<file path="src/rtl/sb_rx_if.sv">
// sb_rx_if: sideband line inputs and decoded byte/transaction outputs of the receive controller.
interface sb_rx_if #(parameter int MAX_LEN = 16);
    localparam int LW = $clog2(MAX_LEN + 1);
    logic          enable;
    logic          sb_in;
    logic          byte_valid;
    logic [7:0]    byte_data;
    logic          frame_err;
    logic          txn_start;
    logic          txn_type;
    logic          payload_valid;
    logic [7:0]    payload_data;
    logic          txn_end;
    logic [LW-1:0] txn_len;
    logic          txn_err;
    logic          txn_active;
    modport master(output enable, sb_in,
                   input byte_valid, byte_data, frame_err, txn_start, txn_type, payload_valid,
                   payload_data, txn_end, txn_len, txn_err, txn_active);
    modport slave(input enable, sb_in,
                  output byte_valid, byte_data, frame_err, txn_start, txn_type, payload_valid,
                  payload_data, txn_end, txn_len, txn_err, txn_active);
endinterface

</file>
<file path="src/rtl/sb_rx_controller.sv">
// sb_rx_controller: serial sideband byte receiver with DLE-framed transaction parser.
module sb_rx_controller #(
    parameter logic [7:0] DLE     = 8'hFE,
    parameter logic [7:0] STX_CMD = 8'h05,
    parameter logic [7:0] STX_RSP = 8'h04,
    parameter logic [7:0] ETX     = 8'h40,
    parameter int         MAX_LEN = 16
) (
    input logic  clk,
    input logic  rst,
    sb_rx_if.slave bus
);
    localparam int LW = $clog2(MAX_LEN + 1);
    typedef enum logic [1:0] {B_IDLE, B_DATA, B_STOP} b_t;
    typedef enum logic [1:0] {P_IDLE, P_SOF, P_BODY, P_ESC} p_t;
    b_t            b_st, b_nxt;
    p_t            p_st, p_nxt;
    logic [2:0]    bcnt;
    logic [7:0]    sh, b, pd_n;
    logic [LW-1:0] cnt, cnt_n, len_n;
    logic          stop_now, fe_now, in_txn, full;
    logic          start_n, pv_n, end_n, err_n, type_n;
    assign stop_now = b_st == B_STOP;
    assign fe_now   = stop_now && !bus.sb_in;
    assign in_txn   = p_st == P_BODY || p_st == P_ESC;
    assign full     = cnt == LW'(MAX_LEN);
    assign b        = bus.byte_data;
    assign bus.txn_active = in_txn;
    always_comb begin
        b_nxt = (b_st == B_IDLE) ? ((bus.enable && !bus.sb_in) ? B_DATA : B_IDLE) :
                (b_st == B_DATA) ? ((bcnt == 3'd7) ? B_STOP : B_DATA) : B_IDLE;
    end
    // A framing error inside a transaction aborts it in the same cycle the error is reported.
    always_comb begin
        p_nxt   = p_st;
        cnt_n   = cnt;
        len_n   = bus.txn_len;
        type_n  = bus.txn_type;
        pd_n    = bus.payload_data;
        start_n = 1'b0;
        pv_n    = 1'b0;
        end_n   = 1'b0;
        err_n   = 1'b0;
        if (fe_now) begin
            p_nxt = P_IDLE;
            err_n = in_txn;
        end else if (bus.byte_valid) begin
            case (p_st)
                P_IDLE: p_nxt = (b == DLE) ? P_SOF : P_IDLE;
                P_SOF: begin
                    start_n = b == STX_CMD || b == STX_RSP;
                    p_nxt   = start_n ? P_BODY : (b == DLE) ? P_SOF : P_IDLE;
                    type_n  = start_n ? (b == STX_RSP) : bus.txn_type;
                    cnt_n   = start_n ? '0 : cnt;
                end
                default: begin
                    if (p_st == P_BODY && b == DLE) begin
                        p_nxt = P_ESC;
                    end else if (p_st == P_ESC && b == ETX) begin
                        p_nxt = P_IDLE;
                        end_n = 1'b1;
                        len_n = cnt;
                    end else if ((p_st == P_ESC && b != DLE) || full) begin
                        p_nxt = P_IDLE;
                        err_n = 1'b1;
                    end else begin
                        p_nxt = P_BODY;
                        pv_n  = 1'b1;
                        pd_n  = b;
                        cnt_n = cnt + 1'b1;
                    end
                end
            endcase
        end
    end
    always_ff @(posedge clk) begin
        if (rst) begin
            b_st              <= B_IDLE;
            p_st              <= P_IDLE;
            bcnt              <= '0;
            sh                <= '0;
            cnt               <= '0;
            bus.byte_valid    <= 1'b0;
            bus.byte_data     <= '0;
            bus.frame_err     <= 1'b0;
            bus.txn_start     <= 1'b0;
            bus.txn_type      <= 1'b0;
            bus.payload_valid <= 1'b0;
            bus.payload_data  <= '0;
            bus.txn_end       <= 1'b0;
            bus.txn_len       <= '0;
            bus.txn_err       <= 1'b0;
        end else begin
            b_st              <= b_nxt;
            p_st              <= p_nxt;
            bcnt              <= (b_st == B_DATA) ? bcnt + 3'd1 : 3'd0;
            sh                <= (b_st == B_DATA) ? {bus.sb_in, sh[7:1]} : sh;
            cnt               <= cnt_n;
            bus.byte_valid    <= stop_now && bus.sb_in;
            bus.byte_data     <= (stop_now && bus.sb_in) ? sh : bus.byte_data;
            bus.frame_err     <= fe_now;
            bus.txn_start     <= start_n;
            bus.txn_type      <= type_n;
            bus.payload_valid <= pv_n;
            bus.payload_data  <= pd_n;
            bus.txn_end       <= end_n;
            bus.txn_len       <= len_n;
            bus.txn_err       <= err_n;
        end
    end
endmodule
</file>
<file path="src/flat_wrapper.sv">
// flat-port wrapper written by rule: the top's interface ports become plain ports
module sb_rx_controller_flat 
#(
    parameter logic [7:0] DLE     = 8'hFE,
    parameter logic [7:0] STX_CMD = 8'h05,
    parameter logic [7:0] STX_RSP = 8'h04,
    parameter logic [7:0] ETX     = 8'h40,
    parameter int         MAX_LEN = 16
)
  (clk, rst, bus_enable, bus_sb_in, bus_byte_valid, bus_byte_data, bus_frame_err, bus_txn_start, bus_txn_type, bus_payload_valid, bus_payload_data, bus_txn_end, bus_txn_len, bus_txn_err, bus_txn_active);
  sb_rx_if #(.MAX_LEN(MAX_LEN)) bus_i ();
  input logic clk;
  input logic rst;
  input wire logic [$bits(bus_i.enable)-1:0] bus_enable;
  input wire logic [$bits(bus_i.sb_in)-1:0] bus_sb_in;
  output wire logic [$bits(bus_i.byte_valid)-1:0] bus_byte_valid;
  output wire logic [$bits(bus_i.byte_data)-1:0] bus_byte_data;
  output wire logic [$bits(bus_i.frame_err)-1:0] bus_frame_err;
  output wire logic [$bits(bus_i.txn_start)-1:0] bus_txn_start;
  output wire logic [$bits(bus_i.txn_type)-1:0] bus_txn_type;
  output wire logic [$bits(bus_i.payload_valid)-1:0] bus_payload_valid;
  output wire logic [$bits(bus_i.payload_data)-1:0] bus_payload_data;
  output wire logic [$bits(bus_i.txn_end)-1:0] bus_txn_end;
  output wire logic [$bits(bus_i.txn_len)-1:0] bus_txn_len;
  output wire logic [$bits(bus_i.txn_err)-1:0] bus_txn_err;
  output wire logic [$bits(bus_i.txn_active)-1:0] bus_txn_active;
  assign bus_i.enable = bus_enable;
  assign bus_i.sb_in = bus_sb_in;
  assign bus_byte_valid = bus_i.byte_valid;
  assign bus_byte_data = bus_i.byte_data;
  assign bus_frame_err = bus_i.frame_err;
  assign bus_txn_start = bus_i.txn_start;
  assign bus_txn_type = bus_i.txn_type;
  assign bus_payload_valid = bus_i.payload_valid;
  assign bus_payload_data = bus_i.payload_data;
  assign bus_txn_end = bus_i.txn_end;
  assign bus_txn_len = bus_i.txn_len;
  assign bus_txn_err = bus_i.txn_err;
  assign bus_txn_active = bus_i.txn_active;
  sb_rx_controller #(.DLE(DLE), .STX_CMD(STX_CMD), .STX_RSP(STX_RSP), .ETX(ETX), .MAX_LEN(MAX_LEN)) u_core (.clk(clk), .rst(rst), .bus(bus_i));
endmodule
</file>
<file path="config.mk">
export PLATFORM = sky130hd
export DESIGN_NAME = sb_rx_controller_flat
export DESIGN_NICKNAME = d
export VERILOG_FILES = /design/src/rtl/sb_rx_if.sv /design/src/rtl/sb_rx_controller.sv /design/src/flat_wrapper.sv
export SDC_FILE = /design/constraint.sdc
export NUM_CORES = 1
export LEC_CHECK = 0
export CAP_MARGIN = 10
export CORE_MARGIN = 2
export CORE_UTILIZATION = 25
export CTS_CLUSTER_DIAMETER = 40
export DETAILED_ROUTE_END_ITERATION = 7
export SLEW_MARGIN = 15
export SYNTH_ARGS = -nofsm -noshare
export SYNTH_HDL_FRONTEND = slang
export SYNTH_SLANG_ARGS = --single-unit
</file>
<file path="constraint.sdc">
create_clock -name clk -period 2.1 [get_ports clk]
set_input_delay 0.315 -clock clk [delete_from_list [all_inputs] [get_ports clk]]
set_output_delay 0.315 -clock clk [all_outputs]
set_load 0.03 [all_outputs]
</file>
==> flow_summary.toml, run 1 <==
[status]
status = "complete, no violations"

[clock_network]
cts_buffers = 5
post_cts_buffers = 0
cts_max_path_buffers = 2
clk_latency_ns = 0.30
cts_tree = "yes"
cts_resized = 0
htreeDepth = 2
cts-root-buf = "clkbuf_8"
ctsHoldBuffers = 0
clock-sinks = 48
clk_pin_slew_ns = 0.09

[logic_synthesis]
synth_top_family_by_area = "simple AND/OR/NAND/NOR gates"
synthMuxAreaShare = 0.110
netlist_instances = 214
synth_area_leader_cell = "dfxtp_1"
synth-edff-count = 0
synth-xor-area-share = 0
synthAdderAreaFrac = 0.0299
synth-simple-area-share = 0.251
syn-cell-area_um2 = 2010
synth_cell_type_count = 42
yosys_warnings = 0
ys_seq_area_frac = 0.478
synth_flop_cell = "dfxtp_1"
syn_nets = 222
ys_ff_latch = 48
syn-mean-instance-area_um2 = 9.40
yosysTopAreaCellShare = 0.478
ys_top_cells_by_area = "dfxtp_1, mux2i_1, nor2_1"
async_reset_ff_frac = 0
synth_compound_area_frac = 0.0790

[setup_path]
critPathKind = "reg2reg"
cp.required_ns = 2.29
path_buf_inv = 3
slowest_stage = "dfxtp_1"
startpoint_type = "flip-flop"
worstPathArrival_ns = 2.15
rr_startpoint = "u_core.cnt[0]"
r2r_slack_ns = 0.15
path_cells = "inv_1 > ha_1 > nor4bb_1 > buf_4 > nand4b_1 > nor3_2 > buf_6 > mux2i_1 > nor2_1"
cp_top_family = "simple AND/OR/NAND/NOR gates"
worstPathMaxFanout = 8
critPathLaunch = "u_core.cnt[0]"
slowest_delay_ns = 0.34
end_kind = "flip-flop"

[global_route]
grt.total_usage = 0.0998
grt_max_degree = 51
grt_pass1_wl_mm = 6.98
overflow = 0
antenna_found_initial = 0
grt_pass1_vias = 1457

[power]
power.density_nw_per_um2 = 667
power_leakage_nw = 1.01
vdd.ir_drop.worst_mv = 0.332

[min_path]
hold_path_class = "reg2reg"
hp-start = "u_core.bcnt[0]"

[sta]
fmax_ghz = 0.512
slew_headroom = 0.660
slew_viol_final = 0
hold_violations = 0
fin_crit_sh = 0.930
worst_pin_slew_ns = 0.508
timing.clock.skew_ns = 0.00496
finalCriticalPeriod_ns = 1.95
whs_ns = 0.439
setup_viol = 0

[place]
place.gp.congestion = 0.804
port_buffers = 32
dpl_cell_area_um2 = 2540
dp_hpwl_mm = 3.05

[route]
via_per_inst = 4.37
routed_wl_mm = 4.21
post_drt_wl_per_cell_um = 11.6
ant_nets = 0
post-route-drc-count = 0
drt-pass1-iter-count = 4
drt_iter0_drc = 47
vias = 1587

[layout]
layout-drive-gt1-share = 0.130
fin_util = 0.347
n_antenna_cell = 0
nets = 268
nFillCells = 806
final_area_um2 = 2700
area_delta_synth_final_pct = 34.2

[flow_run]
cap_violations = 0

[die]
dieArea_um2 = 8780
num_rows = 32
num_io_pins = 33
die-width_um = 93.7
die_h_um = 93.7
start_util = 0.259
core-area_um2 = 7770
==> synth_stat cells (2+ instances only) <==
library cell,instances
nor3b_1,3
o21ai_1,2
nor2b_1,2
and2_1,2
clkbuf_1,5
nor4_1,3
dfxtp_1,48
nor2_1,31
o21ai_0,3
a31oi_1,2
nor3_1,7
nand2b_1,4
nand3_1,4
nand3b_1,3
ha_1,4
nand4b_1,4
inv_1,6
buf_6,5
a21oi_1,11
mux2i_1,22
nand2_1,21
or2_1,2
==> area by class of cell <==
class,instances,area (µm²),share of cell area
Clock buffer,5,68.8,0.0255
Clock inverter,3,68.8,0.0255
Inverter,6,22.5,0.00834
Multi-Input combinational cell,148,958,0.355
Sequential cell,48,961,0.356
Tap cell,102,128,0.0473
Timing Repair Buffer,51,492,0.182
==> power breakdown <==
part           internal (W)  total [W]  switching [W]
clock              0.000479   0.000797       0.000318
combinational     0.0000325  0.0000714      0.0000389
sequential         0.000920   0.000932      0.0000124
==> sequential cells by signal, indices dropped and copies added (netlist names), 2 cells and up <==
name                     cells
u_core.sh                    8
u_core.bus.payload_data      8
u_core.cnt                   5
u_core.bcnt                  3
u_core.b_st                  2
u_core.p_st                  2
u_core.bus.txn_len           5
u_core.bus.byte_data         8
==> cells by family (layout without fill, tap and decap cells) <==
| logic type | Yosys count | count (layout) |
|---|---|---|
| muxes | 22 | 22 |
| DFF | 48 | 48 |
| adders and majority gates | 5 | 5 |
| AOI/OAI and AO/OA | 26 | 26 |
| buffers and inverters | 18 | 65 |
| and+or+nand+nor | 95 | 95 |
==> cell usage in the layout (no fill, tap or decap), types with 2 or more instances in the layout <==
| master | netlist | layout |
|---|---|---|
| a21oi_1 | 11 | 10 |
| a31oi_1 | 2 | 2 |
| and2_1 | 2 | 2 |
| buf_12 | 0 | 2 |
| buf_4 | 0 | 16 |
| bufinv_16 | 0 | 2 |
| clkbuf_8 | 0 | 5 |
| clkdlybuf4s50_1 | 0 | 32 |
| dfxtp_1 | 48 | 48 |
| ha_1 | 4 | 4 |
| inv_1 | 6 | 6 |
| mux2i_1 | 22 | 22 |
| nand2_1 | 21 | 21 |
| nand2b_1 | 4 | 4 |
| nand3_1 | 4 | 4 |
| nand3b_1 | 3 | 3 |
| nand4b_1 | 4 | 4 |
| nor2_1 | 31 | 31 |
| nor2b_1 | 2 | 2 |
| nor3_1 | 7 | 6 |
| nor3b_1 | 3 | 3 |
| nor4_1 | 3 | 2 |
| o21ai_0 | 3 | 3 |
| o21ai_1 | 2 | 2 |
| or2_1 | 2 | 2 |
==> stage by stage <==
step	total power (W)	setup WS [ns]	instances	TNS, ns
2_1_floorplan	0.00100	0.0785	214	0
3_3_place_gp	0.00102	-0.0203	355	-0.126
3_5_place_dp	0.00103	-0.0272	355	-0.155
4_1_cts	0.00182	0.0550	363	0
5_1_grt	0.00187	-0.0224	363	-0.0287
6_report	0.00180	0.148	363	0
==> routing by layer <==
metal	routed length, µm	global-route usage	up-vias
met5	0	0	-
met1	2030	0.130	729
met4	78	0.0435	0
met2	1940	0.155	20
li1	-	-	831
met3	158	0.0257	7
==> path summary, 6_finish.rpt <==
path,endpoint,depth (start not counted)
setup / recovery,u_core.bus.payload_data[0],9
hold reg to reg,u_core.bcnt[0],1
hold / removal,u_core.bcnt[0],1
setup reg to reg,u_core.bus.payload_data[0],9
(Power assumes the default switching activity.)
==> inputs of run 2 (changes only) <==
--- a/config.mk
+++ b/config.mk
@@ -5,6 +5,7 @@
 export SDC_FILE = /design/constraint.sdc
 export NUM_CORES = 1
 export LEC_CHECK = 0
+export ABC_AREA = 1
 export CAP_MARGIN = 10
 export CORE_MARGIN = 2
 export CORE_UTILIZATION = 25
==> run 2 against run 1 <==
Net effect:
- critical path depth shrank 8
- power shrank 13%
- maximum frequency is 2.7% higher
- synthesized cell count increased by 23%
- critical path type is now reg2out
- critical endpoint is now bus_txn_active
- largest cell class unchanged
- highest routed layer unchanged
==> flow_summary.toml, run 2 <==
[status]
status = "complete, no violations"

[layout]
nFillCells = 852
final_area_um2 = 2550
multiInputGateArea_um2 = 918
nets = 305
largest_registers = "u_core.bus.byte_data x8, u_core.bus.payload_data x8, u_core.sh x8"
final_common_cell = "nor2_1"
instances_no_fill = 400
final_cell_mix = "nor2_1, dfxtp_1, clkdlybuf4s50_1"
seq_area_um2 = 961
n_antenna_cell = 0
area_delta_synth_final_pct = 24.9
layout-drive-gt1-share = 0.0973

[logic_synthesis]
yosysTopAreaCellShare = 0.470
synth_flop_cell = "dfxtp_1"
syn-cell-area_um2 = 2040
yosysMostFrequentCell = "nor2_1"
netlist_instances = 264
synth_area_leader_cell = "dfxtp_1"
synth_cell_type_count = 26
syn_nets = 272
ys_seq_area_frac = 0.470
syn-mean-instance-area_um2 = 7.74
synth_common_cells = "nor2_1, dfxtp_1, o21ai_0"
async_reset_ff_frac = 0
ys_ff_latch = 48
synth-edff-count = 0
ys_top_cells_by_area = "dfxtp_1, nor2_1, o21ai_0"
yosys_warnings = 0

[die]
dieArea_um2 = 8910
start_util = 0.262
core-area_um2 = 7810
die_h_um = 94.4
die-width_um = 94.4
num_io_pins = 33
num_rows = 32

[sta]
fin_tns_setup_ns = 0
worst_slack_ns = 0.199
slew_headroom = 0.649
slew_viol_final = 0
worst_pin_slew_ns = 0.527
rsz0062_at_grt = "false"
timing.clock.skew_ns = 0.00336
fin_crit_sh = 0.905
hold_violations = 0
fmax_ghz = 0.526
finalCriticalPeriod_ns = 1.90
setup_viol = 0

[setup_path]
path_cells = "clkdlybuf4s50_1"
end_kind = "output port"
critPathKind = "reg2out"
startpoint_type = "flip-flop"
slowest_stage = "clkdlybuf4s50_1"
slowest_delay_ns = 0.76
worstPathArrival_ns = 1.59
cp.required_ns = 1.78
cp_top_family = "buffers and inverters"
path_buf_inv = 1
worstPathMaxFanout = 7

[clock_network]
cts_tree = "yes"
clock-sinks = 48
htreeDepth = 2
post_cts_buffers = 0
clk_latency_ns = 0.30
cts_buffers = 5
clk_pin_slew_ns = 0.08
cts_resized = 0
ctsHoldBuffers = 0
cts_max_path_buffers = 2
cts-root-buf = "clkbuf_8"

[global_route]
grt_pass1_vias = 1715
grt_max_degree = 22
antenna_found_initial = 0
grt_pass1_wl_mm = 7.69
grt.total_usage = 0.111
overflow = 0

[route]
via_per_inst = 4.30
drt-pass1-iter-count = 4
post_drt_wl_per_cell_um = 11.4
routed_wl_mm = 4.55
drt_iter0_drc = 60
post-route-drc-count = 0
ant_nets = 0
vias = 1721

[place]
dp_slack_ns = 0.217
port_buffers = 32
dp_cells = 392
dp_hpwl_mm = 3.41
place.gp.congestion = 0.751
dpl_cell_area_um2 = 2460

[flow_run]
cap_violations = 0

[power]
power.density_nw_per_um2 = 614
vdd.ir_drop.worst_mv = 0.226
power_leakage_nw = 1.05

[min_path]
hold_path_class = "reg2reg"
==> run 2: cell count changes in the layout (fill, tap and decap cells not counted), moves of 4 or more <==
cell and delta:
nand2b_1 -4, buf_4 -11, nand4b_1 -4, inv_1 +15
nor2_1 +25, inv_2 +4, nand3_1 +11, nand2_1 +8
o21ai_0 +28, nor3_1 +6, mux2i_1 -22
==> run 2: routing by layer <==
metal / wire length, µm / global-route usage / vias to the layer above
met4: 55 / 0.0543 / 0
met2: 2240 / 0.195 / 24
met5: 0 / 0 / -
li1: - / - / 921
met3: 184 / 0.0271 / 6
met1: 2070 / 0.126 / 770
==> run 2: logic make-up (layout without fill, tap and decap cells) <==
group           count (synthesis)  count (layout)  synth area share
flops                          48              48             0.470
fa+ha+maj                       4               4            0.0245
simple gates                  127             127             0.297
compound gates                 47              47             0.119
xor+xnor                        2               2           0.00857
buf+inv                        36              70            0.0802
==> run 2: worst paths after layout <==
kind	from	endpoint	slack (ns)	cells past startpoint
max	u_core.p_st[1]	bus_txn_active	0.20	1
min	u_core.bcnt[0]	u_core.bcnt[0]	0.43	1
max reg2reg	u_core.bus.byte_data[0]	u_core.bus.payload_data[6]	0.55	9
min reg2reg	u_core.bcnt[0]	u_core.bcnt[0]	0.43	1
==> run 2: cell type report <==
type,instances,share of cell area
clock buffer,7,0.0338
inverter,25,0.0368
tap,102,0.0500
timing repair buffer,37,0.140
sequential,48,0.376
clock inverter,1,0.00294
multi-input combinational,180,0.360
==> run 2: where the power goes <==
part	internal [W]	leakage [nW]	switching, W	total [W]
sequential	0.000926	0.388	0.00000884	0.000934
combinational	0.0000237	0.614	0.0000382	0.0000619
clock	0.000268	0.0445	0.000303	0.000571
total	0.00122	1.05	0.000350	0.00157
==> run 2: per-stage QoR <==
stage | hold slack (ns) | total power, W | util
finish | 0.429 | 0.00157 | 0.327
floorplan | 0.399 | 0.000997 | -
global route | 0.495 | 0.00165 | 0.327
detailed placement | 0.421 | 0.00102 | 0.315
CTS | 0.434 | 0.00160 | 0.327
global placement | 0.409 | 0.00102 | 0.315
==> inputs of run 3 (changes only) <==
--- a/config.mk
+++ b/config.mk
@@ -11,6 +11,7 @@
 export CORE_UTILIZATION = 25
 export CTS_CLUSTER_DIAMETER = 40
 export DETAILED_ROUTE_END_ITERATION = 7
+export GPL_TIMING_DRIVEN = 1
 export SLEW_MARGIN = 15
 export SYNTH_ARGS = -nofsm -noshare
 export SYNTH_HDL_FRONTEND = slang
==> results of run 3 <==
No change in the layout: final DEF, timing and power equal those of run 2.
